<file path="src/rtl/matrix_mac_engine.sv">
// NxN unsigned matrix multiply-accumulate engine: element-serial load of A and B,
// one sequential MAC computing C = A*B or C += A*B, registered random-access result read.
module matrix_mac_engine #(
    parameter int N  = 2,
    parameter int DW = 2,
    parameter int CW = 8,
    parameter int AW = (N > 1) ? $clog2(N) : 1
) (
    input  logic          clk,
    input  logic          rst_n,
    input  logic          in_valid,
    output logic          in_ready,
    input  logic [DW-1:0] in_data,
    output logic          load_done,
    input  logic          start,
    input  logic          accumulate,
    input  logic          clear,
    output logic          busy,
    output logic          done,
    output logic          ovf,
    input  logic [AW-1:0] rd_row,
    input  logic [AW-1:0] rd_col,
    output logic [CW-1:0] rd_data
);

    typedef enum logic [1:0] {
        ST_LOAD,
        ST_READY,
        ST_COMPUTE
    } state_t;

    localparam logic [AW-1:0] LAST = AW'(N - 1);

    state_t state;

    logic [DW-1:0] a_mem [N][N];
    logic [DW-1:0] b_mem [N][N];
    logic [CW-1:0] c_mem [N][N];

    // Load position: ld_sel = 0 while filling A, 1 while filling B.
    logic [AW-1:0] ld_row;
    logic [AW-1:0] ld_col;
    logic          ld_sel;

    logic [AW-1:0] ci;
    logic [AW-1:0] cj;
    logic [AW-1:0] ck;
    logic          acc_mode;
    logic [CW-1:0] acc;

    logic [2*DW-1:0] mac_prod;
    logic [CW-1:0]   mac_seed;
    logic [CW:0]     mac_sum;
    logic            load_fire;
    logic            load_last;
    logic            mac_write;
    logic            mac_last;
    logic            c_clear;
    logic            rd_in_range;

    // NOTE: every signal assigned in always_comb gets a value on every path
    // (defaults or full if/else) so no latch is inferred.
    always_comb begin
        mac_prod = (2*DW)'(a_mem[ci][ck]) * (2*DW)'(b_mem[ck][cj]);
        if (ck == '0) begin
            mac_seed = acc_mode ? c_mem[ci][cj] : '0;
        end else begin
            mac_seed = acc;
        end
        mac_sum     = {1'b0, mac_seed} + (CW+1)'(mac_prod);
        load_fire   = (state == ST_LOAD) && in_valid && in_ready;
        load_last   = ld_sel && (ld_row == LAST) && (ld_col == LAST);
        mac_write   = (state == ST_COMPUTE) && (ck == LAST);
        mac_last    = mac_write && (ci == LAST) && (cj == LAST);
        c_clear     = clear && (state != ST_COMPUTE);
        rd_in_range = ({1'b0, rd_row} < (AW+1)'(N)) && ({1'b0, rd_col} < (AW+1)'(N));
    end

    // Control FSM: state, load position, loop indices and the registered status outputs.
    // NOTE: sequential state uses non-blocking assignments only, so every register
    // samples the pre-edge value of the others regardless of statement order.
    always_ff @(posedge clk or negedge rst_n) begin
        if (!rst_n) begin
            state     <= ST_LOAD;
            in_ready  <= 1'b0;
            load_done <= 1'b0;
            busy      <= 1'b0;
            done      <= 1'b0;
            ld_row    <= '0;
            ld_col    <= '0;
            ld_sel    <= 1'b0;
            ci        <= '0;
            cj        <= '0;
            ck        <= '0;
            acc_mode  <= 1'b0;
            acc       <= '0;
        end else begin
            done <= 1'b0;
            case (state)
                ST_LOAD: begin
                    in_ready <= 1'b1;
                    if (load_fire) begin
                        if (ld_col == LAST) begin
                            ld_col <= '0;
                            if (ld_row == LAST) begin
                                ld_row <= '0;
                                ld_sel <= ~ld_sel;
                            end else begin
                                ld_row <= ld_row + 1'b1;
                            end
                        end else begin
                            ld_col <= ld_col + 1'b1;
                        end
                        if (load_last) begin
                            state     <= ST_READY;
                            in_ready  <= 1'b0;
                            load_done <= 1'b1;
                        end
                    end
                end

                ST_READY: begin
                    // clear takes priority; a coincident start is dropped.
                    if (start && !clear) begin
                        state     <= ST_COMPUTE;
                        busy      <= 1'b1;
                        load_done <= 1'b0;
                        acc_mode  <= accumulate;
                        ci        <= '0;
                        cj        <= '0;
                        ck        <= '0;
                    end
                end

                ST_COMPUTE: begin
                    acc <= mac_sum[CW-1:0];
                    if (ck == LAST) begin
                        ck <= '0;
                        if (cj == LAST) begin
                            cj <= '0;
                            if (ci == LAST) begin
                                ci <= '0;
                            end else begin
                                ci <= ci + 1'b1;
                            end
                        end else begin
                            cj <= cj + 1'b1;
                        end
                    end else begin
                        ck <= ck + 1'b1;
                    end
                    if (mac_last) begin
                        state    <= ST_LOAD;
                        busy     <= 1'b0;
                        done     <= 1'b1;
                        in_ready <= 1'b1;
                        ld_row   <= '0;
                        ld_col   <= '0;
                        ld_sel   <= 1'b0;
                    end
                end

                default: begin
                    state <= ST_LOAD;
                end
            endcase
        end
    end

    // Operand storage. A and B survive a compute and are only replaced by a new load.
    // NOTE: these arrays are deliberately reset; the engine must come out of reset
    // with defined operands and results, which costs a reset on every element.
    always_ff @(posedge clk or negedge rst_n) begin
        if (!rst_n) begin
            for (int r = 0; r < N; r++) begin
                for (int c = 0; c < N; c++) begin
                    a_mem[r][c] <= '0;
                    b_mem[r][c] <= '0;
                end
            end
        end else if (load_fire) begin
            if (ld_sel) begin
                b_mem[ld_row][ld_col] <= in_data;
            end else begin
                a_mem[ld_row][ld_col] <= in_data;
            end
        end
    end

    // Result storage and sticky overflow; clear is honoured only outside COMPUTE.
    always_ff @(posedge clk or negedge rst_n) begin
        if (!rst_n) begin
            for (int r = 0; r < N; r++) begin
                for (int c = 0; c < N; c++) begin
                    c_mem[r][c] <= '0;
                end
            end
            ovf <= 1'b0;
        end else if (c_clear) begin
            for (int r = 0; r < N; r++) begin
                for (int c = 0; c < N; c++) begin
                    c_mem[r][c] <= '0;
                end
            end
            ovf <= 1'b0;
        end else if (state == ST_COMPUTE) begin
            if (mac_sum[CW]) begin
                ovf <= 1'b1;
            end
            if (mac_write) begin
                c_mem[ci][cj] <= mac_sum[CW-1:0];
            end
        end
    end

    // Registered read port; out-of-range indices read as zero.
    always_ff @(posedge clk or negedge rst_n) begin
        if (!rst_n) begin
            rd_data <= '0;
        end else begin
            rd_data <= rd_in_range ? c_mem[rd_row][rd_col] : '0;
        end
    end

endmodule

</file>
<file path="config.mk">
export PLATFORM = sky130hd
export DESIGN_NAME = matrix_mac_engine
export DESIGN_NICKNAME = d
export VERILOG_FILES = /design/src/rtl/matrix_mac_engine.sv
export SDC_FILE = /design/constraint.sdc
export NUM_CORES = 1
export LEC_CHECK = 0
export CELL_PAD_IN_SITES_DETAIL_PLACEMENT = 0
export CELL_PAD_IN_SITES_GLOBAL_PLACEMENT = 1
export CORE_MARGIN = 2
export CORE_UTILIZATION = 53
export CTS_BUF_LIST = sky130_fd_sc_hd__clkbuf_2 sky130_fd_sc_hd__clkbuf_4 sky130_fd_sc_hd__clkbuf_8
export DETAILED_ROUTE_END_ITERATION = 6
export PLACE_DENSITY = 0.85
export SKIP_LAST_GASP = 1
export SYNTH_ARGS = -nofsm -noshare
export SYNTH_HDL_FRONTEND = slang
export SYNTH_SLANG_ARGS = --single-unit
</file>
<file path="constraint.sdc">
create_clock -name clk -period 9.9 [get_ports clk]
set_clock_uncertainty 0.05 [all_clocks]
set_input_delay 1.485 -clock clk [delete_from_list [all_inputs] [get_ports clk]]
set_output_delay 1.485 -clock clk [all_outputs]
set_load 0.03 [all_outputs]
</file>
# Word level (Yosys, flattened, before mapping)

Index checks and enable logic that the tools add are counted.

Input bits: 10
Register bits: 78
Output and inout port bits: 13
Word-level logic and storage cells: 181

Reduce and logical (&&, ||, !) cells: 36
Equal/unequal tests: 11
Magnitude comparators: 11
Bitwise gates (word level): 8
Multiplexer cells: 81
$add $sub $neg: 6
Multiply operators: 1

Operator list:

| operator                                                             | count |
|---|---|
| 16-bit two-way mux                                                   | 7 |
| 32-bit two-way mux                                                   | 3 |
| 8-bit two-way mux                                                    | 9 |
| 32-bit bitwise mux                                                   | 1 |
| 4-bit two-way mux                                                    | 7 |
| 1-bit two-way mux                                                    | 27 |
| 2-bit two-way mux                                                    | 11 |
| 2-bit != test, second input constant                                 | 9 |
| 1-bit case mux with 2 select lines                                   | 9 |
| 8-bit bitwise mux                                                    | 2 |
| 16-bit demux with 1-bit select                                       | 1 |
| 4-bit AND reduction                                                  | 4 |
| 2-bit greater-or-equal comparator, second input constant             | 7 |
| 1-bit NOT with 2-bit output                                          | 7 |
| 2-bit AND reduction                                                  | 7 |
| 1-bit logical AND                                                    | 13 |
| 2-bit nonzero test                                                   | 6 |
| 8-bit by 4-bit adder with 9-bit output                               | 1 |
| 3-bit AND reduction                                                  | 3 |
| 8-bit demux with 1-bit select                                        | 1 |
| 2-bit by 1-bit < comparator with 1-bit output, second input constant | 4 |
| 2-bit case mux with 3 select lines                                   | 1 |
| 1-bit adder, second input constant                                   | 5 |
| 5-bit AND reduction                                                  | 1 |
| other kinds (8)                                                      | 8 |

# Longest topological paths before layout

Word-level depth: 14
Gate-level depth with buffers: 15
Gate-level depth less buffers: 13

# Least setup slack after synthesis

OpenSTA, ideal clock, no wires.

Kind: flip-flop to flip-flop
From: register ci
To: register c_mem[13] (netlist bit)
Buffers on the path: 2
Period minus slack after synthesis: 3.489 ns
Data arrival time: 3.356 ns
Stages on the path, launching flop included: 16
Required time: 9.767 ns
Path slack: 6.411 ns
Setup time: 0.083 ns
Path through: dfrtp_1 -> buf_6 -> buf_2 -> mux4_2 -> a22oi_1 -> fa_1 -> inv_1 -> ha_1 -> inv_1 -> fa_1 -> inv_1 -> a21oi_1 -> or3b_2 -> o21ai_0 -> a221oi_2 -> o21ai_0

Cells in the longest elaborated chain, start to end: 14
Elaborated cells on any way between the ends: 26
Classes of those cells: add/sub (1); mul (1); order compare (2); mux (20); bitwise (1); reduce/logical (1)

RTL lines:

| what                                                                                           | line        | RTL |
|---|---|---|
| start: declaration                                                                             | 45          | `logic [AW-1:0] ci;` |
| start signal: assignment                                                                       | 144         | `ci <= ci + 1'b1;` |
| 1-bit NOT with 2-bit output (not written as such) *                                            | 64, 66, 211 |  |
| parallel branches: the longest is 9 deep, another holds 8-bit by 4-bit adder with 9-bit output | -           |  |
| 32-bit bitwise mux *                                                                           | 211         | `c_mem[ci][cj] <= mac_sum[CW-1:0];` |
| 32-bit two-way mux *                                                                           | 210         | `if (mac_write) begin` |
| 32-bit two-way mux *                                                                           | 206         | `end else if (state == ST_COMPUTE) begin` |
| 32-bit two-way mux *                                                                           | 199         | `end else if (c_clear) begin` |
| end signal: indexed assignment                                                                 | 211         |  |
| end: declaration                                                                               | 38          | `logic [CW-1:0] c_mem [N][N];` |

Mark *: on every way between the ends. The select of a mux whose other input is x is not followed.
A chain may end at the register's enable or synchronous reset.

# Worst setup path in the final report

From: register ck
To: register c_mem[7] (netlist bit)

Cells in the longest elaborated chain, start to end: 13
Elaborated cells on any way between the ends: 20
Classes of those cells: add/sub (1); mul (1); mux (14); bitwise (1); reduce/logical (3)

RTL lines:

| what                                                 | line | RTL |
|---|---|---|
| start: declaration                                   | 47   | `logic [AW-1:0] ck;` |
| start signal: assignment                             | 150  | `ck <= ck + 1'b1;` |
| 1-bit NOT with 2-bit output (not written as such)    | 64   | `mac_prod = (2*DW)'(a_mem[ci][ck]) * (2*DW)'(b_mem[ck][cj]);` |
| 4-bit two-way mux (not written as such) (3 in a row) | 64   |  |
| 2-bit two-way mux (not written as such) (3 in a row) | 64   |  |
| 2-bit by 2-bit multiplier with 4-bit output          | 64   |  |
| 8-bit by 4-bit adder with 9-bit output               | 70   | `mac_sum = {1'b0, mac_seed} + (CW+1)'(mac_prod);` |
| 32-bit bitwise mux                                   | 211  |  |
| 32-bit two-way mux                                   | 210  |  |
| 32-bit two-way mux                                   | 206  |  |
| 32-bit two-way mux                                   | 199  |  |

Several ways; a longest one is shown, not always the timed one. The select of a mux whose other input is x is not followed.

==> impl.org <==
** STA
- The worst path needs 4.11 ns of the cycle, external delays included.
- Hold timing on the final database bottoms out at a slack of 0.434 ns.
- Worst slew margin relative to its limit :: about a third
- Count of pins over their slew limit :: 0
- Peak Freq :: roughly 240 MHz
- After layout, the worst setup slack is 5.79 ns.
- Worst Max-Slew Pin Slew :: 0.980 ns
- Setup tns final :: 0 ns
- Setup violations remaining at the end of the flow were counted as 0.
- Final worst-path cycle share :: 41.5%
- Count of endpoints failing hold in the final timing report :: 0
- RSZ-0062 raised after global routing :: no

** Clock tree
- Clock latency on the worst-skew pair :: 0.34 ns
- Number of gates given a new drive strength after cts :: 0
- Clock tree from TritonCTS :: built
- The number of setup buffers added after CTS is 0.
- Number of H-tree branching levels :: 3
- Clock-pin slew was measured on the worst setup and hold paths at 0.08 ns.
- Number of buffers created by CTS :: 9
- Count of clock tree sinks :: 78
- CTS max path bufs :: 2
- In this run, post-CTS hold repair placed 0 buffers.
- Cell at the root of the clock tree :: clkbuf_8

** GRT
- Number of antenna violations at the first check in global routing :: 0
- Largest net degree at the start of global routing :: 79
- For this run the aggregate overflow at the end of global routing stands at 0.
- The first global-routing pass estimated ~14,000 um of wire.
- Number of global-route vias before repair :: about 2.7k
- Across every metal layer, demand over resource in global routing totals 22.8%.

** Hold path
- Cell depth of the worst hold path :: 2
- Worst Hold Endpoint :: ovf
- Path category of the worst min-delay check :: register to register
- In this run the most critical hold path is launched from ovf.

** Yosys
- Among all flip-flop cells after synthesis, the most frequent one is dfrtp_1.
- Synthesis instantiated 48 different standard cells from the library.
- Mean cell area of the mapped netlist :: 11.2 um2
- The share of the Yosys chip area taken by registers is slightly above 50%.
- After synthesis the netlist holds a flip-flop and latch count of 78.
- The synthesized design contains 0 enable-type register cells.
- Area of the mapped netlist :: slightly below 4000 um2
- Cells after Synth :: between 300 and 400
- Synthesis produced a netlist with a net count of 364.
- Yosys printed 0 warnings.
- Post-synthesis async set-or-reset flop share :: 100%

** Route
- Average routed wire per standard cell :: 17.7 um
- For this run, the detailed router's first-pass iteration total came to 6.
- DRC viols :: 0
- Avg Vias per Cell :: roughly 5.8
- Routed length on met1 :: 3830 um
- Met2 WL :: about 4000 um
- The final route contains approximately 2.7k vias.
- The routed design has between 8000 and 9000 um of wire.
- Detailed Route Iter0 Violations :: 130
- Routed wire length on met3 :: 193 um
- Once detail routing completed, the nets flagged for antenna violations numbered 0.
- Top routing layer in use :: met4

** Floorplanning
- The floorplan step defined a die boundary enclosing 8030 um2.
- The floorplan has 31 rows.
- Die boundary height :: 89.6 um
- Area of the core :: 7180 um2
- The floorplan step set the die width to 89.6 um.
- For this configuration, the core starts out at a cell density of 54.1%.
- # IOs :: 23

** Place
- The wire-length estimate of the detail-placed layout is 5360 um.
- In this run the tool buffered the top-level ports with 22 buffer cells.
- After detailed placement, the design holds a cell count of 443.
- Routability-driven placement finished with a final weighted congestion of 0.833.
- Pre-CTS WS :: 5.83 ns

** Setup path
- Register-to-Register Path Depth :: 13
- In this run the worst path has a maximum fanout of 24.
- For flop-to-flop paths, the worst setup slack is 5.79 ns.
- Startpoint Class :: register
- Required time reported for the critical path endpoint :: 10.05 ns
- Signal arrival time at the worst endpoint :: roughly 4.3 ns
- Launch instance of the worst register-to-register path :: ck
- By startpoint and endpoint, the worst setup path is classified as register to register.
- The worst register-to-register path ends at c_mem[7].
- Among cell families on the critical path, the largest total delay comes from adder cells.
- Among the stages of the critical path, the cell type that occurs most often is inv_1.
- Worst-path cell with the longest stage delay :: nor2b_1
- Buffering stage count on the worst path with inverters included :: 3
- Ordered cell list for the critical path :: nor2b_1, a22oi_1, fa_1, inv_1, ha_1, inv_1, fa_1, inv_1, a21oi_1, nor2_1, a21boi_0, xor2_1, o21ai_0
- The worst setup path is captured at a register.
- Biggest cell delay along the critical path :: approximately 0.75 ns

** Pwr
- In this run the static leakage power is 1.86 nW.
- IR analysis of the VDD net gives a maximum drop of approximately 110 uV.
- For this design the ratio of total power to cell area is 244 nW/um2.

** Final layout
- Measured on the finished design, the core utilization comes to about 60%.
- The library cell used most frequently in the layout, excluding fill and tap cells, is dfrtp_1.
- Excluding fillers, the count of instances in the completed layout stands at 459.
- In the final design database the tool counted 372 nets.
- Fill cells in the final layout number around 600.
- 0 antenna diodes ended up in the layout.
- The library cells used most frequently in the layout, excluding fill and tap cells, are dfrtp_1 (78), nand2_1 (41), o21ai_0 (30).
- From synthesis to final layout, the design area changed by 11.4%.
- In the final layout, the share of cells above drive strength 1 is 17.2%.

** Status
- Result of the run :: completed

** Job
- Max-cap violations in this run came to 0.
## how the worst max path moves through the flow
stage | startpoint | cells after the start | end | slack (ns)
after floorplan | ci | 15 | c_mem[13] | 6.41
final | ck | 13 | c_mem[7] | 5.79
after global routing | ci | 13 | c_mem[31] | 5.36
after detailed placement | ci | 13 | acc[7] | 5.83
after CTS | ci | 13 | c_mem[31] | 5.82
after global placement | ci | 13 | acc[7] | 5.93
## cells in the mapped netlist (all sizes together) (3+ instances only)
master  number  area [um2]
a21oi       20         108
a22o         3        26.3
a22oi        4        30.0
and2         5        31.3
buf          9        48.8
clkbuf      16        60.1
dfrtp       78        1950
ha           5        62.6
inv          9        33.8
mux2        17         191
mux2i        7        70.1
mux4        20         454
nand2       41         154
nand3       20         100
nor2        27         101
nor2b        4        27.5
nor3         4        20.0
o21ai       30         150
## metal layers
| metal | global-route usage, % | vias up |
|---|---|---|
| met3 | 4.75 | 15 |
| met2 | 36.2 | 41 |
| met4 | 7.19 | 0 |
| met1 | 31.8 | 1368 |
| met5 | 0 | - |
| li1 | - | 1255 |
## stage by stage
| stage | power, mW | cell area (um2) |
|---|---|---|
| after global routing | 1.13 | 4320 |
| after detailed placement | 0.815 | 4120 |
| after global placement | 0.805 | 4120 |
| final | 1.05 | 4320 |
| after floorplan | 0.724 | 3880 |
| after CTS | 1.06 | 4320 |
## kinds of logic (layout without fill, tap and decap cells)
logic type / Yosys count / in the layout / synth area share (%)
AOI/OAI and AO/OA: 67 / 67 / 10.3
xor gates and xnor gates: 4 / 4 / 1.10
and+or+nand+nor: 112 / 112 / 13.5
buffers and inverters: 35 / 48 / 3.77
DFF: 78 / 78 / 50.3
adders and majority gates: 7 / 7 / 2.64
muxes: 44 / 44 / 18.4
## power breakdown
part / internal, mW / switching [mW] / leakage [nW] / total, mW
logic: 0.156 / 0.179 / 0.726 / 0.335
clock network: 0.130 / 0.116 / 0.0976 / 0.246
registers: 0.383 / 0.0902 / 1.04 / 0.473
## worst min-delay path: stages, from the launching register on
cell and delay [ns]:
dfrtp_1 0.35, nand2_1 0.05, o41ai_1 0.05
## layout make-up
type | instances | area, um2 | share of cell area [%]
clock buffer | 11 | 151 | 3.50
clock inverter | 5 | 57.6 | 1.33
inverter | 10 | 37.5 | 0.868
multi-input combinational | 234 | 1780 | 41.3
sequential | 78 | 1950 | 45.1
tap | 99 | 124 | 2.86
timing repair buffer | 22 | 218 | 5.03
## registers in the layout (all words and copies together), names as in the netlist, 2 cells and up
name	flops
c_mem	32
a_mem	8
b_mem	8
rd_data	8
acc	8
state	2
Power figures use the tool's default switching activity.
